File: src/rtl/line_burst_adapter_pkg.sv
// -----------------------------------------------------------------------------
// line_burst_adapter_pkg
// Shared definitions for the line/word burst adapter between L2 and main memory.
//   - Message codes on the L2 side and the memory side. Both sides use the same
//     numeric codes, and cache_hierarchy and main_memory use these constants too.
//   - FSM state encoding of the adapter.
//   - Default geometry plus the derived words-per-line and line width.
// -----------------------------------------------------------------------------
package line_burst_adapter_pkg;

    // Default geometry (the top module takes these as parameter defaults)
    localparam int DATA_WIDTH_DEF   = 32;
    localparam int ADDRESS_BITS_DEF = 32;
    localparam int MSG_BITS_DEF     = 4;
    localparam int OFFSET_BITS_DEF  = 2;
    localparam int N_DEF            = 1 << OFFSET_BITS_DEF;
    localparam int LINE_WIDTH_DEF   = DATA_WIDTH_DEF * N_DEF;

    // L2 <-> adapter message codes
    localparam logic [MSG_BITS_DEF-1:0] NO_REQ    = 4'd0;
    localparam logic [MSG_BITS_DEF-1:0] R_REQ     = 4'd1;
    localparam logic [MSG_BITS_DEF-1:0] WB_REQ    = 4'd2;
    localparam logic [MSG_BITS_DEF-1:0] MEM_RESP  = 4'd3;
    localparam logic [MSG_BITS_DEF-1:0] WB_ACK    = 4'd4;

    // adapter <-> memory message codes
    localparam logic [MSG_BITS_DEF-1:0] MEM_NOP   = 4'd0;
    localparam logic [MSG_BITS_DEF-1:0] MEM_READ  = 4'd1;
    localparam logic [MSG_BITS_DEF-1:0] MEM_WRITE = 4'd2;
    localparam logic [MSG_BITS_DEF-1:0] MEM_RDATA = 4'd3;
    localparam logic [MSG_BITS_DEF-1:0] MEM_WACK  = 4'd4;

    // FSM state encoding
    localparam logic [2:0] ST_IDLE     = 3'd0;
    localparam logic [2:0] ST_RD_ISSUE = 3'd1;
    localparam logic [2:0] ST_RD_WAIT  = 3'd2;
    localparam logic [2:0] ST_WR_ISSUE = 3'd3;
    localparam logic [2:0] ST_WR_WAIT  = 3'd4;
    localparam logic [2:0] ST_RESP     = 3'd5;

endpackage : line_burst_adapter_pkg

File: src/rtl/line_burst_adapter_line_word_buffer.sv
// -----------------------------------------------------------------------------
// line_word_buffer
// N x DATA_WIDTH register file holding one cache line as individual words.
// Ports:
//   clk_i        clock, rising-edge
//   clr_i        synchronous clear of every word (highest priority)
//   load_en_i    parallel load of the whole line from load_line_i
//   load_line_i  line to load; word k at [k*DATA_WIDTH +: DATA_WIDTH]
//   wr_en_i      single-word write of wr_data_i into slot wr_idx_i
//   wr_idx_i     word slot for the single-word write
//   wr_data_i    word to write
//   rd_idx_i     word slot presented on rd_data_o
//   rd_data_o    word at rd_idx_i (combinational view of the registers)
//   line_o       whole line (combinational view of the registers)
// -----------------------------------------------------------------------------
module line_word_buffer #(
    parameter int DATA_WIDTH = 32,
    parameter int IDX_BITS   = 2,
    parameter int N          = 1 << IDX_BITS
) (
    input  logic                    clk_i,
    input  logic                    clr_i,
    input  logic                    load_en_i,
    input  logic [DATA_WIDTH*N-1:0] load_line_i,
    input  logic                    wr_en_i,
    input  logic [IDX_BITS-1:0]     wr_idx_i,
    input  logic [DATA_WIDTH-1:0]   wr_data_i,
    input  logic [IDX_BITS-1:0]     rd_idx_i,
    output logic [DATA_WIDTH-1:0]   rd_data_o,
    output logic [DATA_WIDTH*N-1:0] line_o
);

    // Packed so the flattened line view needs no reshaping logic
    logic [N-1:0][DATA_WIDTH-1:0] word_q;

    // Word storage: clear beats line load beats single-word write
    always_ff @(posedge clk_i) begin
        if (clr_i) begin
            word_q <= '0;
        end else if (load_en_i) begin
            word_q <= load_line_i;
        end else if (wr_en_i) begin
            word_q[wr_idx_i] <= wr_data_i;
        end else begin
            word_q <= word_q;
        end
    end

    // Read views of the stored line
    always_comb begin
        rd_data_o = word_q[rd_idx_i];
        line_o    = word_q;
    end

endmodule : line_word_buffer

File: src/rtl/line_burst_adapter.sv
// -----------------------------------------------------------------------------
// line_burst_adapter
// Turns one line-wide L2 request (fill read or write-back) into a burst of
// single-word memory transactions, and for reads gathers the returned words
// into one line-wide response. Neither side ever sees the other's data width.
// Ports:
//   clock, reset                 rising-edge clock, synchronous active-high reset
//   cache2adapter_msg/address/data   L2 request (NO_REQ, R_REQ, WB_REQ)
//   adapter2cache_msg/address/data   response to L2 (MEM_RESP, WB_ACK), one cycle
//   adapter2mem_msg/address/data     word request to memory (MEM_READ, MEM_WRITE)
//   mem2adapter_msg/address/data     memory reply (MEM_RDATA, MEM_WACK)
//   busy                         high whenever the FSM is not IDLE
// -----------------------------------------------------------------------------
module line_burst_adapter
    import line_burst_adapter_pkg::*;
#(
    parameter int DATA_WIDTH   = DATA_WIDTH_DEF,
    parameter int ADDRESS_BITS = ADDRESS_BITS_DEF,
    parameter int MSG_BITS     = MSG_BITS_DEF,
    parameter int OFFSET_BITS  = OFFSET_BITS_DEF
) (
    input  logic                                   clock,
    input  logic                                   reset,
    input  logic [MSG_BITS-1:0]                    cache2adapter_msg,
    input  logic [ADDRESS_BITS-1:0]                cache2adapter_address,
    input  logic [DATA_WIDTH*(1<<OFFSET_BITS)-1:0] cache2adapter_data,
    output logic [MSG_BITS-1:0]                    adapter2cache_msg,
    output logic [ADDRESS_BITS-1:0]                adapter2cache_address,
    output logic [DATA_WIDTH*(1<<OFFSET_BITS)-1:0] adapter2cache_data,
    output logic [MSG_BITS-1:0]                    adapter2mem_msg,
    output logic [ADDRESS_BITS-1:0]                adapter2mem_address,
    output logic [DATA_WIDTH-1:0]                  adapter2mem_data,
    input  logic [MSG_BITS-1:0]                    mem2adapter_msg,
    input  logic [ADDRESS_BITS-1:0]                mem2adapter_address,
    input  logic [DATA_WIDTH-1:0]                  mem2adapter_data,
    output logic                                   busy
);

    localparam int N          = 1 << OFFSET_BITS;
    localparam int LINE_WIDTH = DATA_WIDTH * N;

    // Index of the last word in a line; the word counter stops here
    localparam logic [OFFSET_BITS-1:0] K_LAST = OFFSET_BITS'(N - 1);

    // Message codes resized to the configured message width
    localparam logic [MSG_BITS-1:0] C_R_REQ     = MSG_BITS'(R_REQ);
    localparam logic [MSG_BITS-1:0] C_WB_REQ    = MSG_BITS'(WB_REQ);
    localparam logic [MSG_BITS-1:0] C_MEM_RESP  = MSG_BITS'(MEM_RESP);
    localparam logic [MSG_BITS-1:0] C_WB_ACK    = MSG_BITS'(WB_ACK);
    localparam logic [MSG_BITS-1:0] C_MEM_READ  = MSG_BITS'(MEM_READ);
    localparam logic [MSG_BITS-1:0] C_MEM_WRITE = MSG_BITS'(MEM_WRITE);
    localparam logic [MSG_BITS-1:0] C_MEM_RDATA = MSG_BITS'(MEM_RDATA);
    localparam logic [MSG_BITS-1:0] C_MEM_WACK  = MSG_BITS'(MEM_WACK);

    // FSM and burst bookkeeping
    logic [2:0]              state_q,   state_d;
    logic [OFFSET_BITS-1:0]  k_q,       k_d;
    logic [ADDRESS_BITS-1:0] base_q,    base_d;
    logic                    is_read_q, is_read_d;   // selects MEM_RESP vs WB_ACK

    // Buffer control and views
    logic                    buf_load_s;
    logic                    buf_wr_s;
    logic [DATA_WIDTH-1:0]   buf_rd_data_s;
    logic [LINE_WIDTH-1:0]   buf_line_s;

    // Current word address; base has zero offset bits, so this never leaves the line
    logic [ADDRESS_BITS-1:0] word_addr_s;
    logic                    rd_reply_ok_s;
    logic                    wr_reply_ok_s;

    // Offset bits of the request address are deliberately discarded
    logic                    unused_offset_s;

    // Line buffer: cleared by reset, loaded on write-back accept, filled word by word on reads
    line_word_buffer #(
        .DATA_WIDTH (DATA_WIDTH),
        .IDX_BITS   (OFFSET_BITS),
        .N          (N)
    ) u_buffer (
        .clk_i       (clock),
        .clr_i       (reset),
        .load_en_i   (buf_load_s),
        .load_line_i (cache2adapter_data),
        .wr_en_i     (buf_wr_s),
        .wr_idx_i    (k_q),
        .wr_data_i   (mem2adapter_data),
        .rd_idx_i    (k_q),
        .rd_data_o   (buf_rd_data_s),
        .line_o      (buf_line_s)
    );

    // Word address and reply qualification for the current burst slot
    always_comb begin
        unused_offset_s = ^cache2adapter_address[OFFSET_BITS-1:0];
        word_addr_s     = base_q + ADDRESS_BITS'(k_q);
        rd_reply_ok_s   = (mem2adapter_msg == C_MEM_RDATA) &&
                          (mem2adapter_address == word_addr_s);
        wr_reply_ok_s   = (mem2adapter_msg == C_MEM_WACK) &&
                          (mem2adapter_address == word_addr_s);
    end

    // Next-state logic for the burst FSM
    always_comb begin
        state_d    = state_q;
        k_d        = k_q;
        base_d     = base_q;
        is_read_d  = is_read_q;
        buf_load_s = 1'b0;
        buf_wr_s   = 1'b0;
        case (state_q)
            ST_IDLE: begin
                if (cache2adapter_msg == C_R_REQ) begin
                    base_d    = {cache2adapter_address[ADDRESS_BITS-1:OFFSET_BITS],
                                 {OFFSET_BITS{1'b0}}};
                    k_d       = '0;
                    is_read_d = 1'b1;
                    state_d   = ST_RD_ISSUE;
                end else if (cache2adapter_msg == C_WB_REQ) begin
                    base_d     = {cache2adapter_address[ADDRESS_BITS-1:OFFSET_BITS],
                                  {OFFSET_BITS{1'b0}}};
                    k_d        = '0;
                    is_read_d  = 1'b0;
                    buf_load_s = 1'b1;
                    state_d    = ST_WR_ISSUE;
                end else begin
                    state_d = ST_IDLE;
                end
            end
            ST_RD_ISSUE: begin
                state_d = ST_RD_WAIT;
            end
            ST_RD_WAIT: begin
                // Stray replies (wrong address or code) leave the FSM waiting
                if (rd_reply_ok_s) begin
                    buf_wr_s = 1'b1;
                    if (k_q == K_LAST) begin
                        state_d = ST_RESP;
                    end else begin
                        k_d     = k_q + 1'b1;
                        state_d = ST_RD_ISSUE;
                    end
                end else begin
                    state_d = ST_RD_WAIT;
                end
            end
            ST_WR_ISSUE: begin
                state_d = ST_WR_WAIT;
            end
            ST_WR_WAIT: begin
                if (wr_reply_ok_s) begin
                    if (k_q == K_LAST) begin
                        state_d = ST_RESP;
                    end else begin
                        k_d     = k_q + 1'b1;
                        state_d = ST_WR_ISSUE;
                    end
                end else begin
                    state_d = ST_WR_WAIT;
                end
            end
            ST_RESP: begin
                state_d = ST_IDLE;
            end
            default: begin
                state_d = ST_IDLE;
            end
        endcase
    end

    // State registers; reset abandons any burst in flight without responding
    always_ff @(posedge clock) begin
        if (reset) begin
            state_q   <= ST_IDLE;
            k_q       <= '0;
            base_q    <= '0;
            is_read_q <= 1'b0;
        end else begin
            state_q   <= state_d;
            k_q       <= k_d;
            base_q    <= base_d;
            is_read_q <= is_read_d;
        end
    end

    // Output decode from registered state only, so outputs are glitch-free per state
    always_comb begin
        adapter2cache_msg     = '0;
        adapter2cache_address = '0;
        adapter2cache_data    = '0;
        adapter2mem_msg       = '0;
        adapter2mem_address   = '0;
        adapter2mem_data      = '0;
        busy                  = (state_q != ST_IDLE);
        case (state_q)
            ST_RD_ISSUE: begin
                adapter2mem_msg     = C_MEM_READ;
                adapter2mem_address = word_addr_s;
            end
            ST_WR_ISSUE: begin
                adapter2mem_msg     = C_MEM_WRITE;
                adapter2mem_address = word_addr_s;
                adapter2mem_data    = buf_rd_data_s;
            end
            ST_RESP: begin
                adapter2cache_address = base_q;
                if (is_read_q) begin
                    adapter2cache_msg  = C_MEM_RESP;
                    adapter2cache_data = buf_line_s;
                end else begin
                    adapter2cache_msg  = C_WB_ACK;
                    adapter2cache_data = '0;
                end
            end
            default: begin
                adapter2cache_msg = '0;
            end
        endcase
    end

endmodule : line_burst_adapter
File: config.mk
export PLATFORM = sky130hd
export DESIGN_NAME = line_burst_adapter
export DESIGN_NICKNAME = d
export VERILOG_FILES = /design/src/rtl/line_burst_adapter_pkg.sv /design/src/rtl/line_burst_adapter_line_word_buffer.sv /design/src/rtl/line_burst_adapter.sv
export SDC_FILE = /design/constraint.sdc
export NUM_CORES = 1
export LEC_CHECK = 0
export BUFFER_PORTS_ARGS = -buffer_cell sky130_fd_sc_hd__buf_4
export CAP_MARGIN = 40
export CORE_AREA = 10 10 176 178
export DETAILED_ROUTE_END_ITERATION = 10
export DIE_AREA = 0 0 186 188
export PLACE_DENSITY = 0.75
export REMOVE_ABC_BUFFERS = 1
export SYNTH_ARGS = -nofsm -noshare
export SYNTH_HDL_FRONTEND = slang
export SYNTH_SLANG_ARGS = --single-unit
File: constraint.sdc
create_clock -name clock -period 5.05 [get_ports clock]
set_clock_uncertainty 0.05 [all_clocks]
set_input_delay 0.2525 -clock clock [delete_from_list [all_inputs] [get_ports clock]]
set_output_delay 0.2525 -clock clock [all_outputs]
set_load 0.01 [all_outputs]
==> results_tabular.tex <==
\begin{tabular}{lr}
\hline
Metric & Value \\
\hline
\multicolumn{2}{l}{\textbf{Detailed routing}} \\
DRC violations left & 0 \\
Vias per Instance & 5.41 \\
First-pass iteration count of the detailed router & 6 \\
Total detailed-routing wirelength & 44.2 mm \\
Via total after detailed routing & 10.8k \\
Antenna-violating nets left & 0 \\
Average wire per cell in the routed design & 22.1 µm \\
Iteration-0 DRC Markers & 790 \\
\multicolumn{2}{l}{\textbf{Worst setup path}} \\
Crit Path Class & reg2reg \\
Critical path fanouts, max & 68 \\
Critical Path End Type & register \\
Startpoint type of the worst setup path & register \\
Cell at the slowest stage of the critical path & sky130\_fd\_sc\_hd\_\_nand2b\_4 \\
CP Data Arrival Time & 3530 ps \\
Critical-path cell list & buf\_16, or3\_1, nor4\_1, nand2\_1, nand2b\_4, buf\_4, o21ai\_1 \\
Critical path required time & 5300 ps \\
Cell type group with the largest total delay on the critical path & simple AND/OR/NAND/NOR gates \\
Largest stage delay on the critical path & 720 ps \\
Buf+Inv Stages, Crit Path & 2 \\
\multicolumn{2}{l}{\textbf{CTS}} \\
Source-to-sink clock delay at the later pin of the worst-skew pair & 430 ps \\
Root Buffer Master & sky130\_fd\_sc\_hd\_\_clkbuf\_16 \\
\# clock sinks & 164 \\
Clock tree from TritonCTS & yes \\
TritonCTS buffer count & 17 \\
Clock transition at the register clock pins on the worst setup and hold paths after CTS & 70 ps \\
Number of buffers on the longest clock path & 2 \\
Number of setup buffers added after CTS & 0 \\
H-Tree Depth & 4 \\
\multicolumn{2}{l}{\textbf{Final layout}} \\
Final standard cell utilization of the core & 55.3\% \\
Fraction of final layout cells sized beyond drive strength 1 & 34.0\% \\
Synth-to-Final Area Change & 57.6\% \\
Area of all placed cells without fillers & 15,200 µm² \\
Final-stage net count & 1,880 \\
\multicolumn{2}{l}{\textbf{Die}} \\
Count of pins on the block boundary & 467 \\
Die Footprint & 35,000 µm² \\
Area of the core & 27,500 µm² \\
Initial Utilization & 35.1\% \\
Chip Width & 186 µm \\
Rows & 61 \\
Y dimension of the die & 188 µm \\
\multicolumn{2}{l}{\textbf{STA}} \\
Clock period minus worst slack & 3290 ps \\
Pins Over Slew Limit & 0 \\
Number of setup violations in the final report & 0 \\
Tightest slew margin relative to the limit & 39.6\% \\
Max Freq & 304 MHz \\
Post-route setup TNS & 0 ps \\
Final hold violations & 0 \\
Unrepaired setup endpoints after global routing & no \\
Actual transition at the worst max-transition pin & 906 ps \\
Tcrit/Tclk final & 65.1\% \\
\multicolumn{2}{l}{\textbf{Yosys}} \\
Synth unique cells & 42 \\
Mapped Cells & 1,115 \\
Post-synthesis sequential element count & 164 \\
Number of flops mapped to enable cells by yosys & 0 \\
Area of the mapped netlist & 9640 µm² \\
Post-Synth Adder-Cell Area & 0.519\% \\
Ys flop type & sky130\_fd\_sc\_hd\_\_dfxtp\_1 \\
Area share of xor/xnor cells in the synthesized design & 3.09\% \\
Multiplexer area fraction after synthesis & 20.9\% \\
Post-synthesis sequential area ratio & 34.1\% \\
Dominant cells by area after synthesis & sky130\_fd\_sc\_hd\_\_dfxtp\_1 (34\%), sky130\_fd\_sc\_hd\_\_mux2i\_1 (13\%), sky130\_fd\_sc\_hd\_\_and3\_1 (10\%) \\
Share of Yosys cell area claimed by the top area cell type & 34.1\% \\
Fraction of the mapped netlist area in compound gates & 9.19\% \\
Number of warnings reported in the yosys synthesis log & 0 \\
Largest family of logic cells by synthesized area & simple AND/OR/NAND/NOR gates \\
Cell type with the largest total area after synthesis & sky130\_fd\_sc\_hd\_\_dfxtp\_1 \\
Async set-or-reset flop fraction in the synthesized netlist & 0\% \\
Post-Synth Simple-Gate Area & 26.5\% \\
Average footprint of a synthesized cell & 8.64 µm² \\
\multicolumn{2}{l}{\textbf{Min path}} \\
Worst Hold Class & in2reg \\
\multicolumn{2}{l}{\textbf{Placed design}} \\
Buffers on Ports & 459 \\
Final RePlAce weighted congestion & 0.929 \\
Half-perimeter wire length of the detailed placement result & 30.1 mm \\
Placed inst area & 13,200 µm² \\
\multicolumn{2}{l}{\textbf{Status}} \\
Outcome & completed \\
\multicolumn{2}{l}{\textbf{Power}} \\
Cell internal power dissipation & 2410 µW \\
Switching share of total power & 24.6\% \\
Switching pwr & 786 µW \\
Relative contribution of sequential cells to total power & 42.9\% \\
Power per cell area & 210 nW/µm² \\
Max IR drop VDD & 0.178 mV \\
Part of the total power dissipated in the clock network & 43.5\% \\
Logic gate share of total power & 13.6\% \\
Static leakage & 0.00685 µW \\
\multicolumn{2}{l}{\textbf{Global routing}} \\
Aggregate global-route resource usage & 23.9\% \\
Number of global-route vias before repair & 11.3k \\
Number of antenna violations at the first check in global routing & 5 \\
Pin count of the biggest net entering global routing & 78 \\
Aggregate global routing overflow & 0 \\
First-pass GRT wire length & 66.0 mm \\
\multicolumn{2}{l}{\textbf{Job}} \\
Number of max-cap violations & 0 \\
\hline
\end{tabular}
flip-flops by register name (all words and copies together) (netlist names):
register	cells
is_read_q	1
u_buffer.line_o	128
k_q	2
state_q	3
base_q	30
repair_timing:
item,4_1_cts,5_1_grt
endpoints found under the hold margin,134,0
resized for setup,0,0
hold buffers,134,0
cell families after synthesis:
group,count (synthesis)
AND/OR/NAND/NOR,467
AO/OA/AOI/OAI,171
flip-flops,164
multiplexers,161
buffers and inverters,113
XOR/XNOR,34
adder cells (fa/ha/maj),4
other,1
per-layer routing:
| metal | track usage, % | vias up | wire length [µm] |
|---|---|---|---|
| met5 | 0 | - | 0 |
| met4 | 11.8 | 0 | 1920 |
| met3 | 8.14 | 120 | 4850 |
| met2 | 41.1 | 701 | 21700 |
| met1 | 25.6 | 5081 | 15700 |
| li1 | - | 4932 | - |
worst min-delay path, stage by stage:
cell and delay [ps]:
sky130_fd_sc_hd__buf_4 110, sky130_fd_sc_hd__nand2_1 50, sky130_fd_sc_hd__o21ai_1 60
worst paths after layout:
check                           slack, ps              endpoint                   start  cells past startpoint
worst min register to register        440            base_q[28]              base_q[28]                      2
worst max-delay path                 1760  u_buffer.line_o[107]              state_q[1]                      7
worst max register to register       1760  u_buffer.line_o[107]              state_q[1]                      7
worst min-delay path                   20   u_buffer.line_o[68]  cache2adapter_data[68]                      3
synthesized netlist by cell type (all sizes together) (2+ instances only):
master and instances:
nand2 197, dfxtp 164, and3 160, mux2i 129, o21ai 129, clkbuf 85, and2 64, a21oi 33
mux4 32, xor2 30, buf 24, nor4 14, nor2 12, ha 4, inv 4, nand2b 4
xnor2 4, nor3 3, a311oi 2, nand4 2, nor2b 2, o32ai 2, or2 2, or3b 2
metrics by stage:
step	total power [µW]	cells	worst slack [ps]	hold WS (ps)
floorplan	1500	1010	-589	272
global placement	1720	1832	1850	402
detailed placement	1730	1835	1870	407
CTS	3210	1998	1850	0.109
global route	3300	2003	1650	8.06
finish	3190	2003	1760	18.4
area by class of cell:
cell class	count	area, µm²
timing repair buffer	613	4990
clock buffer	20	447
clock inverter	9	156
fill	2337	12300
sequential	164	3290
multi-input combinational	842	5840
antenna	5	12.5
inverter	4	15.0
tap	346	433
layout by cell type (no fill, tap or decap), types with 6 or more instances in the layout:
cell,Yosys,final
sky130_fd_sc_hd__buf_4,6,476
sky130_fd_sc_hd__nand2_1,197,197
sky130_fd_sc_hd__and3_1,160,160
sky130_fd_sc_hd__dfxtp_1,164,160
sky130_fd_sc_hd__dlygate4sd3_1,0,134
sky130_fd_sc_hd__mux2i_1,129,129
sky130_fd_sc_hd__o21ai_1,128,128
sky130_fd_sc_hd__and2_1,64,64
sky130_fd_sc_hd__a21oi_1,33,33
sky130_fd_sc_hd__mux4_2,32,32
sky130_fd_sc_hd__xor2_1,30,30
sky130_fd_sc_hd__clkbuf_16,0,17
sky130_fd_sc_hd__nor2_1,12,10
sky130_fd_sc_hd__nor4_2,6,6
power by group through the flow:
| stage | Sequential (µW) | Clock (µW) | Combinational [µW] |
|---|---|---|---|
| after floorplan | 1390 | 0 | 114 |
| after global placement | 1400 | 0 | 320 |
| after detailed placement | 1400 | 0 | 335 |
| after CTS | 1370 | 1420 | 423 |
| after global routing | 1370 | 1460 | 461 |
| final | 1370 | 1390 | 434 |
Note: power is estimated with default switching activity, not from simulation.
